### src/rtl/serial_pkg.sv
`default_nettype none
// ============================================================================
// Module   : serial_pkg
// Purpose  : Shared definitions for the serial link. It holds the receiver
//            state encoding, the frame data width, and the default
//            clocks-per-bit divider that the transmitter also uses.
// Ports    : none (package)
// Revision : 1.0  initial release
// ============================================================================
package serial_pkg;

  localparam int SERIAL_DATA_BITS       = 8;
  // 50 MHz system clock at 115200 baud.
  localparam int SERIAL_CLK_DIV_DEFAULT = 434;

  typedef enum logic [2:0] {
    IDLE   = 3'd0,
    START  = 3'd1,
    DATA   = 3'd2,
    PARITY = 3'd3,
    STOP   = 3'd4,
    BREAK  = 3'd5
  } rx_state_t;

endpackage
`default_nettype wire

### src/rtl/serial_rx_if.sv
`default_nettype none
// ============================================================================
// Module   : serial_rx_if
// Purpose  : Byte delivery bundle from the serial receiver to the command
//            logic. A valid/ready handshake carries the data, and two status
//            pulses travel alongside it.
// Signals  : data[7:0]  received byte, stable while valid
//            valid      data holds an unconsumed byte
//            ready      consumer accepts data when valid && ready
//            frame_err  one-cycle framing/parity error pulse
//            overrun    one-cycle pulse, completed byte dropped
// Modports : master (receiver side), slave (consumer side)
// Revision : 1.0  initial release
// ============================================================================
interface serial_rx_if;
  import serial_pkg::*;

  logic [SERIAL_DATA_BITS-1:0] data;
  logic                        valid;
  logic                        ready;
  logic                        frame_err;
  logic                        overrun;

  modport master (output data, valid, frame_err, overrun, input ready);
  modport slave  (input data, valid, frame_err, overrun, output ready);

endinterface
`default_nettype wire

### src/rtl/serial_sync2.sv
`default_nettype none
// ============================================================================
// Module   : serial_sync2
// Purpose  : Two-flop synchronizer for a single asynchronous input.
// Ports    : clk  system clock
//            rst  synchronous active-high reset (both flops to RESET_VAL)
//            d    asynchronous input
//            q    synchronized output
// Revision : 1.0  initial release
// ============================================================================
module serial_sync2 #(
  parameter logic RESET_VAL = 1'b1
) (
  input  logic clk,
  input  logic rst,
  input  logic d,
  output logic q
);

  logic meta;

  always_ff @(posedge clk) begin
    if (rst) begin
      meta <= RESET_VAL;
      q    <= RESET_VAL;
    end else begin
      meta <= d;
      q    <= meta;
    end
  end

endmodule
`default_nettype wire

### src/rtl/serial_rx.sv
`default_nettype none
// ============================================================================
// Module   : serial_rx
// Purpose  : Asynchronous serial receiver (8N1, LSB first). It recovers
//            bytes from rxd and hands them to the command logic on a
//            valid/ready handshake. Framing errors and overruns are reported
//            as one-cycle pulses. False starts are ignored.
// Params   : CLK_DIV  clocks per bit (>= 4)
// Macro    : SERIAL_RX_PARITY_EN - when defined, an even-parity bit is expected
//            between bit 7 and the stop bit. A parity mismatch raises
//            frame_err and the byte is dropped.
// Ports    : clk  system clock
//            rst  synchronous active-high reset
//            rxd  asynchronous serial input, idles high
//            bus  serial_rx_if.master (data/valid/ready/frame_err/overrun)
// Revision : 1.0  initial release
// ============================================================================
module serial_rx
  import serial_pkg::*;
#(
  parameter int CLK_DIV = SERIAL_CLK_DIV_DEFAULT
) (
  input  logic         clk,
  input  logic         rst,
  input  logic         rxd,
  serial_rx_if.master  bus
);

  localparam int              TW       = $clog2(CLK_DIV);
  localparam int              HALF     = CLK_DIV / 2;
  localparam logic [TW-1:0]   T_HALF   = TW'(HALF - 1);
  localparam logic [TW-1:0]   T_FULL   = TW'(CLK_DIV - 1);
  localparam logic [2:0]      LAST_BIT = 3'(SERIAL_DATA_BITS - 1);

  logic rx_s;

  serial_sync2 #(.RESET_VAL(1'b1)) u_sync (
    .clk (clk),
    .rst (rst),
    .d   (rxd),
    .q   (rx_s)
  );

  rx_state_t                   state, state_n;
  logic [TW-1:0]               tmr;
  logic [2:0]                  idx;
  logic [SERIAL_DATA_BITS-1:0] shreg;
  logic [SERIAL_DATA_BITS-1:0] data_q;
  logic                        valid_q, frame_err_q, overrun_q;

  logic tmr_clr, shift_en, commit, bad_frame, par_ok;
  logic tick_half, tick_full;

  assign tick_half = (tmr == T_HALF);
  assign tick_full = (tmr == T_FULL);

`ifdef SERIAL_RX_PARITY_EN
  logic par_load, par_bit;

  always_ff @(posedge clk) begin
    if (rst)           par_bit <= 1'b0;
    else if (par_load) par_bit <= rx_s;
  end

  // Even parity: data bits and parity bit together hold an even number of ones.
  assign par_ok = ~(^shreg ^ par_bit);
`else
  assign par_ok = 1'b1;
`endif

  always_ff @(posedge clk) begin
    if (rst) state <= IDLE;
    else     state <= state_n;
  end

  always_comb begin
    state_n   = state;
    tmr_clr   = 1'b0;
    shift_en  = 1'b0;
    commit    = 1'b0;
    bad_frame = 1'b0;
`ifdef SERIAL_RX_PARITY_EN
    par_load  = 1'b0;
`endif
    case (state)
      IDLE: begin
        if (!rx_s) begin
          tmr_clr = 1'b1;
          state_n = START;
        end
      end
      START: begin
        // The start bit is re-checked mid-bit so that glitches are rejected.
        if (tick_half) begin
          if (rx_s) begin
            state_n = IDLE;
          end else begin
            tmr_clr = 1'b1;
            state_n = DATA;
          end
        end
      end
      DATA: begin
        if (tick_full) begin
          shift_en = 1'b1;
          tmr_clr  = 1'b1;
          if (idx == LAST_BIT) begin
`ifdef SERIAL_RX_PARITY_EN
            state_n = PARITY;
`else
            state_n = STOP;
`endif
          end
        end
      end
`ifdef SERIAL_RX_PARITY_EN
      PARITY: begin
        if (tick_full) begin
          par_load = 1'b1;
          tmr_clr  = 1'b1;
          state_n  = STOP;
        end
      end
`endif
      STOP: begin
        if (tick_full) begin
          if (!rx_s) begin
            bad_frame = 1'b1;
            state_n   = BREAK;
          end else if (!par_ok) begin
            bad_frame = 1'b1;
            state_n   = IDLE;
          end else begin
            commit  = 1'b1;
            state_n = IDLE;
          end
        end
      end
      BREAK: begin
        // Hold off until the line returns high so that a held-low line
        // does not look like a stream of start bits.
        if (rx_s) state_n = IDLE;
      end
      default: state_n = IDLE;
    endcase
  end

  // Bit timer, bit index and shift register.
  always_ff @(posedge clk) begin
    if (rst) begin
      tmr   <= '0;
      idx   <= '0;
      shreg <= '0;
    end else begin
      tmr <= tmr_clr ? '0 : tmr + 1'b1;
      if (state != DATA) idx <= '0;
      else if (shift_en) idx <= idx + 1'b1;
      if (shift_en) shreg[idx] <= rx_s;
    end
  end

  // Holding register. A byte that arrives while an unconsumed byte is held
  // is dropped, unless the old byte is consumed in that same cycle.
  always_ff @(posedge clk) begin
    if (rst) begin
      data_q      <= '0;
      valid_q     <= 1'b0;
      frame_err_q <= 1'b0;
      overrun_q   <= 1'b0;
    end else begin
      frame_err_q <= bad_frame;
      overrun_q   <= commit && valid_q && !bus.ready;
      if (commit && (!valid_q || bus.ready)) begin
        data_q  <= shreg;
        valid_q <= 1'b1;
      end else if (valid_q && bus.ready) begin
        valid_q <= 1'b0;
      end
    end
  end

  assign bus.data      = data_q;
  assign bus.valid     = valid_q;
  assign bus.frame_err = frame_err_q;
  assign bus.overrun   = overrun_q;

endmodule
`default_nettype wire

### src/flat_wrapper.sv
// flat-port wrapper written by rule: the top's interface ports become plain ports
module serial_rx_flat import serial_pkg::*;
#(
  parameter int CLK_DIV = SERIAL_CLK_DIV_DEFAULT
)
  (clk, rst, rxd, bus_data, bus_valid, bus_frame_err, bus_overrun, bus_ready);
  serial_rx_if bus_i ();
  input  logic clk;
  input  logic rst;
  input  logic rxd;
  output wire logic [$bits(bus_i.data)-1:0] bus_data;
  output wire logic [$bits(bus_i.valid)-1:0] bus_valid;
  output wire logic [$bits(bus_i.frame_err)-1:0] bus_frame_err;
  output wire logic [$bits(bus_i.overrun)-1:0] bus_overrun;
  input wire logic [$bits(bus_i.ready)-1:0] bus_ready;
  assign bus_data = bus_i.data;
  assign bus_valid = bus_i.valid;
  assign bus_frame_err = bus_i.frame_err;
  assign bus_overrun = bus_i.overrun;
  assign bus_i.ready = bus_ready;
  serial_rx #(.CLK_DIV(CLK_DIV)) u_core (.clk(clk), .rst(rst), .rxd(rxd), .bus(bus_i));
endmodule
### config.mk
export PLATFORM = sky130hd
export DESIGN_NAME = serial_rx_flat
export DESIGN_NICKNAME = d
export VERILOG_FILES = /design/src/rtl/serial_pkg.sv /design/src/rtl/serial_rx_if.sv /design/src/rtl/serial_sync2.sv /design/src/rtl/serial_rx.sv /design/src/flat_wrapper.sv
export SDC_FILE = /design/constraint.sdc
export NUM_CORES = 1
export LEC_CHECK = 0
export ABC_AREA = 1
export ABC_CLOCK_PERIOD_IN_PS = 1910
export CELL_PAD_IN_SITES_DETAIL_PLACEMENT = 1
export CELL_PAD_IN_SITES_GLOBAL_PLACEMENT = 2
export CORE_UTILIZATION = 31
export DETAILED_ROUTE_END_ITERATION = 16
export PLACE_DENSITY = 0.73
export REMOVE_ABC_BUFFERS = 1
export SYNTH_ARGS = -nofsm -noshare
export SYNTH_HDL_FRONTEND = slang
export SYNTH_HIERARCHICAL = 1
export SYNTH_SLANG_ARGS = --single-unit
### constraint.sdc
create_clock -name clk -period 1.91 [get_ports clk]
set_input_delay 0.382 -clock clk [delete_from_list [all_inputs] [get_ports clk]]
set_output_delay 0.382 -clock clk [all_outputs]
set_load 0.005 [all_outputs]
==> results of run 1 <==
[logic make-up after synthesis]
family          synth area share, %
simple gates                   38.0
flops                          41.1
buf+inv                        11.5
fa+ha+maj                      3.57
compound gates                 3.29
xor+xnor                       2.50
[flip-flops by register name, summed over array words and instances (netlist names)]
name / cells
u_core/u_sync/q: 1
u_core/bus.valid: 1
u_core/bus.frame_err: 1
u_core/idx: 3
u_core/bus.data: 8
u_core/bus.overrun: 1
u_core/u_sync/meta: 1
u_core/state: 3
u_core/shreg: 8
u_core/tmr: 9
[worst min-delay path: stages, from the launching register on]
cell     delay (ns)
dfxtp_1        0.31
inv_1          0.03
nand2_1        0.04
[routing by layer]
metal / wire [microns] / vias to the layer above / track usage [%]
li1: - / 813 / -
met1: 1900 / 663 / 17.5
met2: 1700 / 13 / 23.5
met3: 84 / 5 / 3.21
met4: 55 / 0 / 5.66
met5: 0 / - / 0
[cell usage after synthesis]
master    number  area share, %
nand2_1       62             13
nor2_1        55             12
inv_1         41            8.8
dfxtp_1       36             41
nand3_1       13            3.7
nor3_1         6            1.7
a21oi_1        5            1.4
ha_1           5            3.6
o21ai_0        5            1.4
xor2_1         5            2.5
nand2_2        4            1.4
inv_2          3           0.64
nor2_2         3            1.1
buf_6          2            1.3
nand3_2        2            1.1
nand4_1        2           0.71
nor2_4         2            1.3
buf_2          1           0.29
clkbuf_1       1           0.21
clkinv_2       1           0.29
nand2_4        1           0.64
nand4_4        1            1.2
o21bai_1       1           0.43
[cell type report]
class / instances / area (sq um) / share of cell area (%)
sequential: 36 / 721 / 33.6
multi-input combinational: 172 / 830 / 38.6
clock buffer: 5 / 68.8 / 3.21
clock inverter: 3 / 90.1 / 4.20
tap: 72 / 90.1 / 4.20
inverter: 45 / 170 / 7.93
timing repair buffer: 19 / 178 / 8.28
[power by group through the flow]
stage               Sequential (mW)  Clock, mW  Combinational, mW
finish                        0.837      0.950              0.394
CTS                           0.838      0.973              0.406
global placement              0.856          0              0.403
detailed placement            0.855          0              0.404
global route                  0.846       1.01              0.466
floorplan                     0.845          0              0.317
[path summary, 6_finish.rpt]
kind                           start  slack (ns)         endpoint
setup / recovery       u_core/tmr[1]        0.34  u_core/shreg[0]
hold / removal    u_core/u_sync/meta        0.41  u_core/u_sync/q
setup reg to reg       u_core/tmr[1]        0.34  u_core/shreg[0]
hold reg to reg   u_core/u_sync/meta        0.41  u_core/u_sync/q
[stage by stage]
stage	std cells	utilization, %	setup WS, ns	total power, mW	hold WS (ns)
2_1_floorplan	253	-	0.514	1.16	0.380
3_3_place_gp	344	36.3	0.340	1.26	0.395
3_5_place_dp	344	36.3	0.293	1.26	0.396
4_1_cts	352	39.2	0.314	2.22	0.416
5_1_grt	352	39.2	0.131	2.32	0.449
6_report	352	39.2	0.337	2.18	0.409
==> key figures, run 1 <==
Run status
  – Outcome: complete, no violations

CTS
  – Inserted Clock Buffers: 5
  – Setup bufs post-CTS: 0
  – Clk sink count: 36
  – CTS tree: done
  – Insertion delay to the later sink of the worst-skew pair: 0.29 ns
  – Root buffer cell: clkbuf_8
  – # resized after CTS: 0
  – Clock tree buffer depth: 2
  – CTS clk-pin slew, worst paths: 0.08 ns
  – CTS Hold Buffers Added: 0
  – H-tree lvl count: 2

Drt
  – Drt wl/cell: 10.6 microns
  – 1st-pass router iterations: 4
  – Iter 0 DRT Violations: 31
  – Vias: 1494
  – Drt drc: 0
  – Vias per inst: 4.24
  – Overall routed net length: 3.74 mm
  – Antenna viol nets, final: 0

Synthesis
  – Cell Area, Synth: 0.00175 sq mm
  – FF+latch count, synth: 36
  – Synthesized netlist cell count: 257
  – Synth warn: 6
  – Sequential area share after synthesis: 41.1%
  – Unique masters post-synth: 23
  – Average size of a mapped cell: 6.82 sq um

Worst setup path
  – CP cell instances: inv_1, ha_1, nand2_1, nor2_2, nand2_4, nor2_4, buf_4, nand3_1, nor2_1, nor2_1
  – CP required: 2.10 ns
  – CP Capture Type: flip-flop
  – Kind of critical path: flip-flop to flip-flop
  – CP Data Arrival Time: 1.76 ns
  – CP delay by family, top: simple AND/OR/NAND/NOR gates
  – CP max stage delay: 0.34 ns
  – Slowest CP cell: dfxtp_1
  – Worst-path maximum fanout: 6
  – Levels on crit path: 10
  – Worst R2R Path Depth: 10
  – WP buf/inv: 2
  – Most frequent CP cell: nor2_1
  – Worst setup SP type: flip-flop

Pwr
  – Clock share of power: 43.5%
  – P_sw: 0.597 mW
  – Pwr dens: 1020 mW/mm^2
  – Reg power frac: 38.4%
  – Int Power: 1.58 mW
  – Pleak: 0.997 nW
  – Net Sw Frac: 27.4%
  – Combinational share of power: 18.1%
  – Worst supply voltage drop on vdd: 0.000372 V

Finish
  – Commonest non-fill, non-tap cell in the layout: nand2_1
  – Fraction of final layout cells sized beyond drive strength 1: 10.7%
  – Nets: 288
  – Post-route design area: 0.00215 sq mm
  – Diode count: 0
  – Most frequent cells in the layout: nand2_1 (62), nor2_1 (55), inv_1 (41)
  – Filler cell count: 721
  – Area grow syn2layout: 22.6%

Floorplan
  – Die height: 77.2 microns
  – Die Wd: 77.2 microns
  – IO Pins: 15
  – Starting density of the core: 32.0%
  – Number of cell rows: 27
  – DIE AREA: 0.00596 sq mm
  – Core ar.: 0.00547 sq mm

GRT
  – GRT overflow: 0
  – Antenna violations before repair: 0
  – Vias in the first global route: 1471
  – Total track usage: 14.1%
  – First-pass GRT wire length: 6.59 mm
  – Pin count of the biggest net entering global routing: 17

STA
  – Fmax: 0.636 GHz
  – RSZ-0062 raised after global routing: false
  – Final TNS setup: 0 ns
  – Slew @ Worst Pin: 0.324 ns
  – Slew HR: 78.3%
  – Final Cycle Share: 82.3%
  – Max-slew violations: 0
  – Setup violations, final: 0
  – Final hold violation count: 0
  – Worst Clk Skew: 0.00826 ns
  – Tmin final: 1.57 ns

Place
  – Routability congestion estimate: 0.781
  – Placed instance area: 0.00199 sq mm
  – PortBufs: 14
  – Dpl hpwl: 2.72 mm

Run
  – Max capacitance violation total: 0

Hold path
  – Worst hold path type: flip-flop to flip-flop
  – Hold Path Depth: 2
Note: power is estimated with default switching activity, not from simulation.
==> run 2, diff against run 1 <==
Settings changed: ABC_CLOCK_PERIOD_IN_PS 1910 to 1400, CORE_UTILIZATION 31 to 28, PLACE_DENSITY 0.73 to 0.7.
Clock period 1.91 ns to 1.4 ns, I/O delays scaled along.
==> run 2 against run 1 <==
Sequential cell count unchanged. Critical endpoint is now u_core/shreg[4]. Largest cell class unchanged. Fmax grew 15%. Power grew 19%. Global-route usage shrank 0.19 points. Cell area is 11% higher. Clock skew shrank 0.0054 ns.
==> key figures, run 2 (synthesized netlist as in run 1, its figures left out) <==
Run status
  – Outcome: complete, no violations

Hold path
  – Hold wc startpoint: u_core/u_sync/meta
  – Hold Path Depth: 2 (unchanged)
  – Worst hold path type: flip-flop to flip-flop
  – Hold EP: u_core/u_sync/q

Worst setup path
  – Worst-path maximum fanout: 10 (+4)
  – Worst setup SP type: flip-flop
  – CP Data Arrival Time: 1.60 ns (-0.16 ns)
  – Worst R2R Path Depth: 11 (+1)
  – Kind of critical path: flip-flop to flip-flop
  – CP required: 1.63 ns (-0.47 ns)
  – Worst r2r src: u_core/tmr[1]
  – CP Capture Type: flip-flop
  – Reg2reg end: u_core/shreg[4]
  – Flop2flop setup slack: 0.03 ns (-0.31 ns)

Place
  – Placed instance area: 0.00209 sq mm (+5.0%)
  – Placed instance count: 358 (+4.1%)
  – PortBufs: 14 (unchanged)
  – Dpl hpwl: 2.88 mm (+5.7%)
  – Routability congestion estimate: 0.809 (+3.5%)

Finish
  – Filler cell count: 765 (+6.1%)
  – Non-filler instance count after layout: 369 (+4.8%)
  – Final core utilization: 39.6% (+0.39 points)
  – Fraction of final layout cells sized beyond drive strength 1: 26.9% (+16 points)
  – Diode count: 0 (unchanged)
  – Max reg flops: 9 (unchanged)
  – Nets: 302 (+4.9%)
  – Post-route design area: 0.00237 sq mm (+11%)
  – Biggest register: u_core/tmr
  – Most frequent cells in the layout: nand2_1 (56), nor2_1 (49), inv_1 (37)
  – Commonest non-fill, non-tap cell in the layout: nand2_1
  – Area grow syn2layout: 35.5%

CTS
  – Root buffer cell: clkbuf_8
  – CTS Hold Buffers Added: 0 (unchanged)
  – Clock tree buffer depth: 2 (unchanged)
  – CTS tree: done
  – Insertion delay to the later sink of the worst-skew pair: 0.29 ns (about the same)
  – H-tree lvl count: 2 (unchanged)
  – CTS clk-pin slew, worst paths: 0.07 ns (about the same)
  – Inserted Clock Buffers: 5 (unchanged)
  – Clk sink count: 36 (unchanged)

STA
  – Final Cycle Share: 97.8% (+16 points)
  – Tmin final: 1.37 ns (-0.203 ns)
  – Slew @ Worst Pin: 0.268 ns (-0.0562 ns)
  – Max-slew violations: 0 (unchanged)
  – Setup violations, final: 0 (unchanged)
  – Min Hold Slack: 0.412 ns (+0.00360 ns)
  – RSZ-0062 raised after global routing: true
  – Worst Clk Skew: 0.00286 ns (-0.00540 ns)
  – Fmax: 0.730 GHz (+15%)
  – Slew HR: 82.1% (+3.8 points)
  – Final hold violation count: 0 (unchanged)

Drt
  – Drt drc: 0 (unchanged)
  – Overall routed net length: 4.11 mm (+10%)
  – 1st-pass router iterations: 4 (unchanged)
  – Antenna viol nets, final: 0 (unchanged)
  – Drt wl/cell: 11.1 microns (+5.0%)
  – Iter 0 DRT Violations: 25 (-19%)
  – Vias per inst: 4.34 (+2.2%)
  – Vias: 1601 (+7.2%)

Run
  – Max capacitance violation total: 0 (unchanged)

Floorplan
  – Core ar.: 0.00599 sq mm (+9.5%)
  – Die height: 81.1 microns (+5.1%)
  – Starting density of the core: 29.2% (-2.8 points)
  – Number of cell rows: 28 (+3.7%)
  – Die Wd: 81.1 microns (+5.1%)
  – IO Pins: 15 (unchanged)
  – DIE AREA: 0.00658 sq mm (+10%)

GRT
  – Antenna violations before repair: 0 (unchanged)
  – First-pass GRT wire length: 6.93 mm (+5.2%)
  – Total track usage: 13.9% (-0.19 points)
  – GRT overflow: 0 (unchanged)
  – Vias in the first global route: 1513 (+2.9%)
  – Pin count of the biggest net entering global routing: 15 (-2)

Pwr
  – Pwr dens: 1100 mW/mm^2 (+8.0%)
  – Worst supply voltage drop on vdd: 0.000629 V (+69%)
  – Pleak: 1.19 nW (+19%)
run 2: what timing repair did:
item	CTS	global route
hold endpoints to repair	0	0
buffers inserted	0	2
cloned	1	0
endpoints found under the setup margin	36	37
pin swaps	3	14
resized for setup	22	37
run 2: metrics by stage:
stage	setup TNS (ns)	setup slack, ns	power (mW)
floorplan	0	0.00371	1.59
global placement	-0.672	-0.0606	1.76
detailed placement	-1.17	-0.0950	1.77
CTS	-0.0178	-0.0178	2.62
global route	-1.13	-0.0844	2.78
finish	0	0.0302	2.61
run 2: layout make-up:
class	count	area [sq um]	area share, %
Timing Repair Buffer	32	297	12.5
Inverter	45	174	7.33
Clock inverter	2	10.0	0.422
Clock buffer	6	82.6	3.48
Sequential cell	36	733	30.9
Multi-Input combinational cell	173	983	41.4
Tap cell	75	93.8	3.95
run 2: power by group:
| group | internal, mW | switching, mW |
|---|---|---|
| clock | 0.393 | 0.382 |
| sequential | 1.08 | 0.0652 |
| combinational | 0.267 | 0.418 |
| total | 1.74 | 0.865 |
run 2: metal layers:
metal	share of wire [%]	global-route usage, %	up-vias
li1	-	-	842
met4	1.4	4.82	0
met1	50	18.1	734
met2	45	22.1	18
met3	3.3	3.71	7
met5	0	0	-
run 2: worst max-delay path by stage:
stage | startpoint | to | slack [ns]
after floorplan | u_core/tmr[0] | u_core/tmr[7] | 0.004
after global placement | bus_ready | u_core/bus.data[1] | -0.06
after detailed placement | bus_ready | u_core/bus.data[3] | -0.09
after CTS | u_core/tmr[1] | u_core/idx[2] | -0.02
after global routing | u_core/tmr[1] | u_core/state[0] | -0.08
final | u_core/tmr[1] | u_core/shreg[4] | 0.03
run 2: worst max-delay path, stage by stage, from the launching register on:
cell and delay, ns:
dfxtp_2 0.33, inv_2 0.07, ha_4 0.12, nand2_2 0.06, nor2_4 0.10, nand2_4 0.09
nor2_4 0.13, buf_12 0.14, nand3_2 0.07, nand2_1 0.07, nand2_1 0.05, nor2_1 0.09
==> run 3, diff against run 2 <==
Settings changed: ABC_CLOCK_PERIOD_IN_PS 1400 to 1300, CORE_UTILIZATION 28 to 31, PLACE_DENSITY 0.7 to 0.73.
Clock period 1.4 ns to 1.3 ns, I/O delays scaled along.
==> run 3 against run 2 <==
The flow now finishes with violations (setup timing). Via count up 3.7%. First-iteration DRC count grew 40%. Clock power increased by 4.9%. Critical path type unchanged. Largest power group unchanged. Combinational power is 24% higher. Routed wire length rose by 6.3%.
==> key figures, run 3 (synthesized netlist as in run 1, its figures left out) <==
Worst setup path
  – Kind of critical path: flip-flop to flip-flop
  – CP required: 1.53 ns (-0.10 ns)
  – Worst-path maximum fanout: 5 (-5)
  – Worst R2R Path Depth: 12 (+1)
  – CP Capture Type: flip-flop
  – WP buf/inv: 3 (+1)
  – CP cell instances: inv_2, ha_4, nand2_4, nor2_4, nand2_4, nor2_4, buf_6, buf_12, nand3_2, nand2_2, nand2_1, nor2_1
  – Levels on crit path: 12 (+1)
  – CP max stage delay: 0.33 ns (about the same)
  – CP Data Arrival Time: 1.68 ns (+0.08 ns)
  – Worst setup SP type: flip-flop
  – Slowest CP cell: dfxtp_2
  – CP delay by family, top: simple AND/OR/NAND/NOR gates

Floorplan
  – Number of cell rows: 27 (-3.6%)
  – Die Wd: 77.2 microns (-4.8%)
  – Starting density of the core: 32.0% (+2.8 points)
  – IO Pins: 15 (unchanged)
  – Core ar.: 0.00547 sq mm (-8.6%)
  – Die height: 77.2 microns (-4.8%)
  – DIE AREA: 0.00596 sq mm (-9.4%)

CTS
  – Root buffer cell: clkbuf_8
  – Insertion delay to the later sink of the worst-skew pair: 0.30 ns (about the same)
  – Inserted Clock Buffers: 5 (unchanged)
  – Clk sink count: 36 (unchanged)
  – CTS tree: done
  – H-tree lvl count: 2 (unchanged)
  – CTS clk-pin slew, worst paths: 0.08 ns (about the same)
  – Clock tree buffer depth: 2 (unchanged)

Drt
  – Vias: 1660 (+3.7%)
  – Vias per inst: 4.31 (-0.62%)
  – 1st-pass router iterations: 4 (unchanged)
  – Drt wl/cell: 11.4 microns (+1.9%)
  – Iter 0 DRT Violations: 35 (+40%)
  – Antenna viol nets, final: 0 (unchanged)
  – Overall routed net length: 4.37 mm (+6.3%)
  – Drt drc: 0 (unchanged)

STA
  – Fmax: 0.690 GHz (-5.5%)
  – RSZ-0062 raised after global routing: true
  – Tmin final: 1.45 ns (+0.0798 ns)
  – Slew HR: 80.9% (-1.2 points)
  – Slew @ Worst Pin: 0.285 ns (+0.0167 ns)
  – Final Cycle Share: 112% (+14 points)
  – Worst Clk Skew: 0.00967 ns (+0.00681 ns)
  – Final WS setup: -0.150 ns (-0.180 ns)
  – Setup violations, final: 30 (+30)
  – Max-slew violations: 0 (unchanged)
  – Final hold violation count: 0 (unchanged)

GRT
  – First-pass GRT wire length: 7.90 mm (+14%)
  – Total track usage: 17.0% (+3.1 points)
  – Antenna violations before repair: 0 (unchanged)
  – GRT overflow: 0 (unchanged)
  – Pin count of the biggest net entering global routing: 15 (unchanged)
  – Vias in the first global route: 1720 (+14%)

Finish
  – Post-route design area: 0.00255 sq mm (+7.5%)
  – Most frequent cells in the layout: nand2_1 (49), nor2_1 (48), inv_1 (37)
  – Register area: 738 sq um (+0.68%)
  – Biggest register: u_core/tmr
  – Fraction of final layout cells sized beyond drive strength 1: 36.4% (+9.6 points)
  – Filler cell count: 716 (-6.4%)
  – Commonest non-fill, non-tap cell in the layout: nand2_1
  – Nets: 321 (+6.3%)
  – Max reg flops: 9 (unchanged)
  – Non-filler instance count after layout: 385 (+4.3%)
  – Multi-input gate area in the final layout: 0.00105 sq mm (+6.4%)
  – Area grow syn2layout: 45.7%
  – Diode count: 0 (unchanged)

Run status
  – Failing checks: setup timing
  – Outcome: finished with violations

Place
  – PortBufs: 14 (unchanged)
  – Placed instance count: 370 (+3.4%)
  – Pre-CTS setup slack: -0.200 ns (-0.105 ns)
  – Routability congestion estimate: 0.778 (-3.7%)
  – Placed instance area: 0.00220 sq mm (+5.2%)
  – Dpl hpwl: 2.84 mm (-1.4%)

Hold path
  – Hold Path Depth: 2 (unchanged)
  – Worst hold path type: flip-flop to flip-flop

Pwr
  – Pleak: 1.22 nW (+2.7%)
  – Worst supply voltage drop on vdd: 0.000637 V (+1.4%)
  – Pwr dens: 1130 mW/mm^2 (+3.2%)

Run
  – Max capacitance violation total: 0 (unchanged)
-- run 3: cell type report --
cell class / count / share of cell area, %
Clock buffer: 5 / 2.70
Clock inverter: 3 / 0.735
Inverter: 45 / 6.81
Multi-Input combinational cell: 174 / 41.0
Sequential cell: 36 / 28.9
Tap cell: 72 / 3.53
Timing Repair Buffer: 50 / 16.3
-- run 3: worst paths after layout --
path                      startpoint         endpoint  slack, ns
setup / recovery       u_core/tmr[1]  u_core/shreg[4]      -0.15
hold / removal    u_core/u_sync/meta  u_core/u_sync/q       0.41
setup reg to reg       u_core/tmr[1]  u_core/shreg[4]      -0.15
hold reg to reg   u_core/u_sync/meta  u_core/u_sync/q       0.41
-- run 3: metrics by stage --
step	util [%]	setup TNS [ns]	total power, mW	hold slack (ns)
CTS	45.1	-2.21	2.91	0.420
finish	46.6	-1.70	2.89	0.412
floorplan	-	-1.26	1.71	0.329
global route	46.6	-5.01	3.11	0.433
detailed placement	40.1	-4.52	1.98	0.400
global placement	40.1	-3.13	1.97	0.399
-- run 3: timing repair --
action,in CTS,in global routing
hold buffers,0,0
gates resized for setup,49,33
hold endpoints to repair,0,0
buffers inserted,4,2
pin swaps,21,14
cloned,3,0
endpoints found under the setup margin,42,33
-- run 3: routing by layer --
layer	vias to the layer above	global-route usage, %	share of wire, %
li1	884	-	-
met1	756	21.9	50
met2	15	27.6	46
met3	5	3.93	2.5
met4	0	6.23	1.6
met5	-	0	0
-- run 3: power breakdown --
group          internal (mW)  switching, mW  leakage, nW
combinational          0.359          0.489        0.877
sequential              1.17         0.0637        0.296
clock                  0.374          0.439       0.0479
-- run 3: worst reg2reg max path, stage by stage, from the launching register on --
cell and delay, ns:
dfxtp_2 0.33, inv_2 0.08, ha_4 0.15, nand2_4 0.05, nor2_4 0.09, nand2_4 0.08, nor2_4 0.10, buf_6 0.11
buf_12 0.11, nand3_2 0.08, nand2_2 0.08, nand2_1 0.05, nor2_1 0.08
